===== config.mk =====
export PLATFORM = sky130hd
export DESIGN_NAME = instr_encoder_flat
export DESIGN_NICKNAME = d
export VERILOG_FILES = /design/src/rtl/instr_encoder_if.sv /design/src/rtl/instr_encoder.sv /design/src/flat_wrapper.sv
export SDC_FILE = /design/constraint.sdc
export NUM_CORES = 1
export LEC_CHECK = 0
export ABC_AREA = 1
export CELL_PAD_IN_SITES_DETAIL_PLACEMENT = 0
export CELL_PAD_IN_SITES_GLOBAL_PLACEMENT = 2
export CORE_MARGIN = 3
export CORE_UTILIZATION = 35
export DETAILED_ROUTE_END_ITERATION = 10
export PLACE_DENSITY = 0.89
export SLEW_MARGIN = 20
export SYNTH_ARGS = -nofsm -noshare
export SYNTH_HDL_FRONTEND = slang
export SYNTH_SLANG_ARGS = --single-unit

===== constraint.sdc =====
create_clock -name clk -period 3.3 [get_ports clk]
set_clock_uncertainty 0.2 [all_clocks]
set_input_delay 0.33 -clock clk [delete_from_list [all_inputs] [get_ports clk]]
set_output_delay 0.33 -clock clk [all_outputs]
set_load 0.02 [all_outputs]

===== src/rtl/instr_encoder_if.sv =====
// Command / instruction-byte stream bundle for instr_encoder.
// slave  : the encoder's view (takes commands, drives bytes).
// master : the front end / program-store writer's view.
interface instr_encoder_if;
  logic       cmd_valid;
  logic       cmd_ready;
  logic [2:0] cmd_dest;
  logic [2:0] cmd_source;
  logic [1:0] cmd_cond;
  logic [7:0] cmd_imm;
  logic       out_valid;
  logic       out_ready;
  logic [7:0] out_byte;
  logic       out_is_operand;
  logic       err;
  logic       err_clear;
  logic       busy;

  modport slave (
    input  cmd_valid, cmd_dest, cmd_source, cmd_cond, cmd_imm,
    input  out_ready, err_clear,
    output cmd_ready, out_valid, out_byte, out_is_operand, err, busy
  );

  modport master (
    output cmd_valid, cmd_dest, cmd_source, cmd_cond, cmd_imm,
    output out_ready, err_clear,
    input  cmd_ready, out_valid, out_byte, out_is_operand, err, busy
  );
endinterface


===== src/rtl/instr_encoder.sv =====
// nic8 command-to-instruction encoder.
// Buffers move commands in a small FIFO and emits {c1,dest,c0,source}
// opcode bytes, followed by the immediate byte for ROM-immediate sources.
// Optional feature macro: INSTR_ENCODER_CHECK_EN -- drop commands that use
// reserved dest (7) or source (1) encodings and flag them on the sticky err.
module instr_encoder #(
  parameter int FIFO_DEPTH = 2
) (
  input logic            clk,
  input logic            reset,
  instr_encoder_if.slave bus
);
  localparam int AW = (FIFO_DEPTH > 1) ? $clog2(FIFO_DEPTH) : 1;

  typedef struct packed {
    logic [2:0] dest;
    logic [2:0] source;
    logic [1:0] cond;
    logic [7:0] imm;
  } cmdEntry_t;

  typedef enum logic [1:0] {IDLE, OPCODE, OPERAND} state_t;

  function automatic logic [7:0] encode(input cmdEntry_t e);
    return {e.cond[1], e.dest, e.cond[0], e.source};
  endfunction

  cmdEntry_t         mem [FIFO_DEPTH];
  logic [AW:0]       wrPtr, rdPtr, fillCnt;
  logic [AW-1:0]     rdNextIdx;
  logic              full, empty, accept, reject, pushNow, pop;
  logic              headAvail, nextAvail, advance;
  cmdEntry_t         inEntry, curEntry, headEntry, nextEntry;
  state_t            stateQ, stateD;
  logic              outValidQ, outValidD;
  logic [7:0]        outByteQ, outByteD;
  logic              outIsOpQ, outIsOpD;
  logic              errQ;

  assign inEntry = '{dest: bus.cmd_dest, source: bus.cmd_source,
                     cond: bus.cmd_cond, imm: bus.cmd_imm};

  // Pointer pair with an extra wrap bit: equal = empty, index equal with
  // differing wrap = full.
  assign empty   = (wrPtr == rdPtr);
  assign full    = (wrPtr[AW-1:0] == rdPtr[AW-1:0]) && (wrPtr[AW] != rdPtr[AW]);
  assign fillCnt = wrPtr - rdPtr;
  assign accept  = bus.cmd_valid && !full;

`ifdef INSTR_ENCODER_CHECK_EN
  assign reject  = accept && ((bus.cmd_dest == 3'd7) || (bus.cmd_source == 3'd1));
`else
  assign reject  = 1'b0;
`endif

  assign pushNow   = accept && !reject;
  assign rdNextIdx = rdPtr[AW-1:0] + 1'b1;
  assign curEntry  = mem[rdPtr[AW-1:0]];

  // The entry being emitted stays in the FIFO until its last byte is taken.
  // An empty FIFO bypasses the incoming command straight into the output
  // registers so the first byte appears the cycle after the push.
  assign headAvail = !empty || pushNow;
  assign headEntry = empty ? inEntry : curEntry;

  // Entry that follows the current head; with only the head stored, a
  // same-cycle push is forwarded so back-to-back commands leave no bubble.
  assign nextAvail = (fillCnt > (AW+1)'(1)) || ((fillCnt == (AW+1)'(1)) && pushNow);
  assign nextEntry = (fillCnt > (AW+1)'(1)) ? mem[rdNextIdx] : inEntry;

  // FIFO pointers
  always_ff @(posedge clk) begin
    if (reset) begin
      wrPtr <= '0;
      rdPtr <= '0;
    end else begin
      if (pushNow) wrPtr <= wrPtr + 1'b1;
      if (pop)     rdPtr <= rdPtr + 1'b1;
    end
  end

  // FIFO storage (contents are don't-care while the pointers say empty)
  always_ff @(posedge clk) begin
    if (pushNow) mem[wrPtr[AW-1:0]] <= inEntry;
  end

  // Emission FSM next-state and next output-register values
  always_comb begin
    stateD    = stateQ;
    outValidD = outValidQ;
    outByteD  = outByteQ;
    outIsOpD  = outIsOpQ;
    pop       = 1'b0;
    advance   = 1'b0;
    case (stateQ)
      IDLE: begin
        if (headAvail) begin
          stateD    = OPCODE;
          outValidD = 1'b1;
          outByteD  = encode(headEntry);
          outIsOpD  = 1'b0;
        end
      end
      OPCODE: begin
        if (bus.out_ready) begin
          if (curEntry.source == 3'd0) begin
            stateD   = OPERAND;
            outByteD = curEntry.imm;
            outIsOpD = 1'b1;
          end else begin
            pop     = 1'b1;
            advance = 1'b1;
          end
        end
      end
      OPERAND: begin
        if (bus.out_ready) begin
          pop     = 1'b1;
          advance = 1'b1;
        end
      end
      default: stateD = IDLE;
    endcase

    if (advance) begin
      if (nextAvail) begin
        stateD    = OPCODE;
        outValidD = 1'b1;
        outByteD  = encode(nextEntry);
        outIsOpD  = 1'b0;
      end else begin
        stateD    = IDLE;
        outValidD = 1'b0;
        outByteD  = 8'h00;
        outIsOpD  = 1'b0;
      end
    end
  end

  // FSM state and registered output stream
  always_ff @(posedge clk) begin
    if (reset) begin
      stateQ    <= IDLE;
      outValidQ <= 1'b0;
      outByteQ  <= 8'h00;
      outIsOpQ  <= 1'b0;
    end else begin
      stateQ    <= stateD;
      outValidQ <= outValidD;
      outByteQ  <= outByteD;
      outIsOpQ  <= outIsOpD;
    end
  end

  // Sticky error flag; a new rejected command beats a simultaneous clear
  always_ff @(posedge clk) begin
    if (reset)              errQ <= 1'b0;
    else if (reject)        errQ <= 1'b1;
    else if (bus.err_clear) errQ <= 1'b0;
  end

  assign bus.cmd_ready      = !full;
  assign bus.out_valid      = outValidQ;
  assign bus.out_byte       = outByteQ;
  assign bus.out_is_operand = outIsOpQ;
  assign bus.err            = errQ;
  assign bus.busy           = !empty || outValidQ;
endmodule

===== src/flat_wrapper.sv =====
// flat-port wrapper written by rule: the top's interface ports become plain ports
module instr_encoder_flat 
#(
  parameter int FIFO_DEPTH = 2
)
  (clk, reset, bus_cmd_valid, bus_cmd_dest, bus_cmd_source, bus_cmd_cond, bus_cmd_imm, bus_out_ready, bus_err_clear, bus_cmd_ready, bus_out_valid, bus_out_byte, bus_out_is_operand, bus_err, bus_busy);
  instr_encoder_if bus_i ();
  input logic clk;
  input logic reset;
  input wire logic [$bits(bus_i.cmd_valid)-1:0] bus_cmd_valid;
  input wire logic [$bits(bus_i.cmd_dest)-1:0] bus_cmd_dest;
  input wire logic [$bits(bus_i.cmd_source)-1:0] bus_cmd_source;
  input wire logic [$bits(bus_i.cmd_cond)-1:0] bus_cmd_cond;
  input wire logic [$bits(bus_i.cmd_imm)-1:0] bus_cmd_imm;
  input wire logic [$bits(bus_i.out_ready)-1:0] bus_out_ready;
  input wire logic [$bits(bus_i.err_clear)-1:0] bus_err_clear;
  output wire logic [$bits(bus_i.cmd_ready)-1:0] bus_cmd_ready;
  output wire logic [$bits(bus_i.out_valid)-1:0] bus_out_valid;
  output wire logic [$bits(bus_i.out_byte)-1:0] bus_out_byte;
  output wire logic [$bits(bus_i.out_is_operand)-1:0] bus_out_is_operand;
  output wire logic [$bits(bus_i.err)-1:0] bus_err;
  output wire logic [$bits(bus_i.busy)-1:0] bus_busy;
  assign bus_i.cmd_valid = bus_cmd_valid;
  assign bus_i.cmd_dest = bus_cmd_dest;
  assign bus_i.cmd_source = bus_cmd_source;
  assign bus_i.cmd_cond = bus_cmd_cond;
  assign bus_i.cmd_imm = bus_cmd_imm;
  assign bus_i.out_ready = bus_out_ready;
  assign bus_i.err_clear = bus_err_clear;
  assign bus_cmd_ready = bus_i.cmd_ready;
  assign bus_out_valid = bus_i.out_valid;
  assign bus_out_byte = bus_i.out_byte;
  assign bus_out_is_operand = bus_i.out_is_operand;
  assign bus_err = bus_i.err;
  assign bus_busy = bus_i.busy;
  instr_encoder #(.FIFO_DEPTH(FIFO_DEPTH)) u_core (.clk(clk), .reset(reset), .bus(bus_i));
endmodule

==> results.env <==
POWER_FRAC_SEQ=0.347
WORSTHOLDPATHTYPE='flop to flop'
SWITCHING_SHARE=0.401
ROOT_BUFFER='clkbuf_8'
ENDPOINT_WITH_THE_WORST_HOLD_SLACK='u_core.stateQ[1]'
DIE-AREA_MM2=0.00879
DIODES=0
DRIVE_ABOVE_1_SHARE=0.0995
SYNTH-ASYNC-RESET-RATIO=0
STD_CELL_ROWS=31
SLEW_HEADROOM=0.579
YS_SEQ_ELEMENTS=49
DRTANTENNAVIOLNETS=0
TIMING.CRITICAL_PATH.FANOUT_MAX=19
LAYOUT.AREA.SEQ_MM2=0.00130
CORE_REGION_AREA_MM2=0.00737
CTS_RESIZED=0
CP-END-KIND='output pin'
HOLD_START='u_core.stateQ[1]'
CTS_MAX_LEVEL=2
WORST_EP_ARRIVAL_TIME_PS=2150
POST-CTS-SETUP-BUFFERS=0
DRV_SLEW=0
DP_CELLS=473
DR_TOTAL_VIAS=2139
WL_CELL_UM=13.1
REGTOREGSETUPSLACK_PS=1010
COMBINATIONALPOWERSHARE=0.463
FINAL.PERIOD_UTILIZATION=0.812
FINAL_COMMON_CELL='nand2_1'
LAYOUT.CELLS.MOST_COMMON_LIST='nand2_1 (107), nor2_1 (46), inv_1 (40)'
MAPPED_CELL_AREA_MM2=0.00270
FINAL_CELL_COUNT_NO_FILL=481
INSERTION_DELAY_PS=300
NETS=407
BOUNDARYPINS=34
VIAS_PER_CELL=4.45
FINAL_AREA_MM2=0.00321
PERIOD_NEEDED_PS=2680
CELL_TYPE_GROUP_WITH_THE_LARGEST_TOTAL_DELAY_ON_THE_CRITICAL_PATH='buffers and inverters'
CRIT_PATH_CELL_TRACE='buf_4, ha_1, nand2_4, or2_2, clkdlybuf4s50_1'
CLOCK_BUFFER_COUNT_FROM_CTS=5
PLACED_CELL_AREA_MM2=0.00310
FILLERS=776
REG2REG_TO='u_core.bus.out_byte[6]'
TOTAL_POWER_W=0.00226
MET3_WIRELENGTH_UM=194
FINAL_CORE_UTILIZATION=0.435
ANTENNA_VIOLATIONS_BEFORE_REPAIR=0
POWER_REPORT.INTERNAL_TOTAL_W=0.00135
DR_WL_MET2_MM=3.02
DP.FINAL_HPWL_MM=4.42
CLOCK_TREE.BUFFER_DEPTH=2
TRITONCTS='done'
AREA.GROWTH.SYNTH_TO_FINAL_PCT=19.0
STARTPOINT_TYPE_OF_THE_WORST_SETUP_PATH='flop'
FLOORPLAN.DIE.WIDTH_UM=93.8
WORSTREG2REGSTART='u_core.rdPtr[0]'
DETAIL_ROUTE.FIRST_PASS.ITERATIONS=4
WORST_PATH_MAX_DELAY_CELL='clkdlybuf4s50_1'
CLOCK_SHARE_OF_POWER=0.190
GRT-OVFL-TOTAL=0
CLOCK-SINKS=49
NET-SWITCHING-POWER_W=0.000906
WORST-R2R-CELL-COUNT=11
TOTAL_LEAKAGE_POWER_nW=1.41
DIE_H_UM=93.8
CLK_TRANSITION_REPORTED_PATHS_PS=90
INITIAL_CORE_UTIL=0.366
GRT_USE_TOTAL=0.150
POWER.DENSITY_mW_PER_MM2=704
TOTALWIRELENGTH_MM=6.29
UNIQUE_MASTERS_POST_SYNTH=28
DRC=0
TIMING.SETUP.TNS_PS=0
GRT_SETUP_UNREPAIRED='false'
GRT_PASS1_WL_MM=10.1
WL_MET1_MM=3.00
SYNTH_CELLS=348
WORSTMARGINPINSLEW_PS=629
SYNTH_ENABLE_FLOP_CELLS=32
HOLD_VIOLATIONS=0
WHS_PATH_DEPTH=2
SYNTH-SEQ-AREA-SHARE=0.483
LARGEST_NET_DEGREE_AT_THE_START_OF_GLOBAL_ROUTING=22
SYN-MEAN-INSTANCE-AREA_UM2=7.75
FINALWEIGHTEDCONGESTION=0.768
SYNTH_FP_NETS=374
RESULT_OF_THE_RUN='finished clean'
MAX_CAP_VIOL_COUNT=0
WORST_IR_DROP_VDD_mV=0.308
DRT-INITIAL-DRC-COUNT=134
VIA_COUNT_OF_THE_FIRST_GLOBAL_ROUTING_PASS=2024
MAX_STAGE_DELAY_PS=540
MULTIINPUTGATEAREA_MM2=0.00116
SETUP_VIOL=0
CRITICAL_PATH_CLASS='flop to output pin'
CTS.HOLD.BUFFERS_ADDED=0
PLACEMENT.IO_BUFFERS=31
FMAX_GHz=0.373
YOSYS_MOST_USED_DFF='edfxtp_1'
CRITICAL_PATH_REQUIRED_PS=2770
TOP_LAYER='met4'
YOSYS_WARNINGS=0
TIMING.CRITICAL_PATH.BUF_INV=2
-- synthesized netlist by cell type, types with 2 or more instances --
cell type | instances | share of area
edfxtp_1 | 32 | 0.36
nand3_2 | 2 | 0.0074
nand2_1 | 107 | 0.15
buf_2 | 2 | 0.0037
clkbuf_1 | 2 | 0.0028
nand2_2 | 9 | 0.021
inv_2 | 3 | 0.0042
o21ai_0 | 23 | 0.043
inv_1 | 40 | 0.056
nor2_1 | 46 | 0.064
dfxtp_1 | 17 | 0.13
nand3_1 | 26 | 0.048
nand2_4 | 5 | 0.021
nand4_1 | 2 | 0.0046
or2_2 | 3 | 0.0070
buf_4 | 3 | 0.0084
ha_1 | 5 | 0.023
a21oi_1 | 11 | 0.020
-- power groups by stage --
stage | logic (W) | clock network, W | registers, W
final | 0.00105 | 0.000428 | 0.000784
after detailed placement | 0.00106 | 0 | 0.000799
after global routing | 0.00119 | 0.000462 | 0.000796
after CTS | 0.00107 | 0.000441 | 0.000785
after floorplan | 0.000729 | 0 | 0.000849
after global placement | 0.00106 | 0 | 0.000796
-- stage by stage --
stage | setup slack [ps] | hold WS [ps]
final | 620 | 289
after global routing | 533 | 341
after CTS | 599 | 295
after detailed placement | 932 | 280
after global placement | 940 | 268
after floorplan | 884 | 199
-- worst register-to-register path: cells and delay by family (launching register included) --
family / cells / cell delay (ps)
flip-flops: 1 / 300
adder cells (fa/ha/maj): 1 / 400
AND/OR/NAND/NOR: 8 / 1060
buffers and inverters: 2 / 250
-- worst max-delay path by stage --
stage / start / end / cells after the start
after CTS: u_core.rdPtr[0] / bus_busy / 5
after floorplan: u_core.wrPtr[0] / u_core.mem[1][0] / 5
after detailed placement: u_core.rdPtr[0] / bus_busy / 5
final: u_core.rdPtr[0] / bus_busy / 5
after global placement: u_core.rdPtr[0] / bus_busy / 5
after global routing: u_core.rdPtr[0] / bus_busy / 5
-- metal layers --
metal	global-route usage	up-vias
met4	0.0469	0
met3	0.0248	4
met5	0	-
met1	0.197	924
met2	0.252	44
li1	-	1167
-- flip-flops by register name, summed over array words and instances (netlist names), named ones only --
name and cells:
u_core.wrPtr 2, u_core.bus.out_valid 1, u_core.rdPtr 2, u_core.bus.out_byte 8
u_core.bus.out_is_operand 1, u_core.stateQ 2, u_core.mem 32
-- layout make-up --
class / instances / area share
clock inverters: 3 / 0.0129
inverters: 43 / 0.0503
clock buffers: 5 / 0.0215
well taps: 99 / 0.0386
flip-flops and latches: 49 / 0.406
repair buffers: 36 / 0.108
multi-input cells: 246 / 0.363
-- kinds of logic after synthesis --
| kind of cell | Yosys count | synth area share |
|---|---|---|
| other | 1 | 0.00139 |
| flip-flops | 49 | 0.483 |
| AO/OA/AOI/OAI | 35 | 0.0691 |
| AND/OR/NAND/NOR | 205 | 0.338 |
| adder cells (fa/ha/maj) | 5 | 0.0232 |
| buffers and inverters | 53 | 0.0858 |
Note: power is estimated with default switching activity, not from simulation.
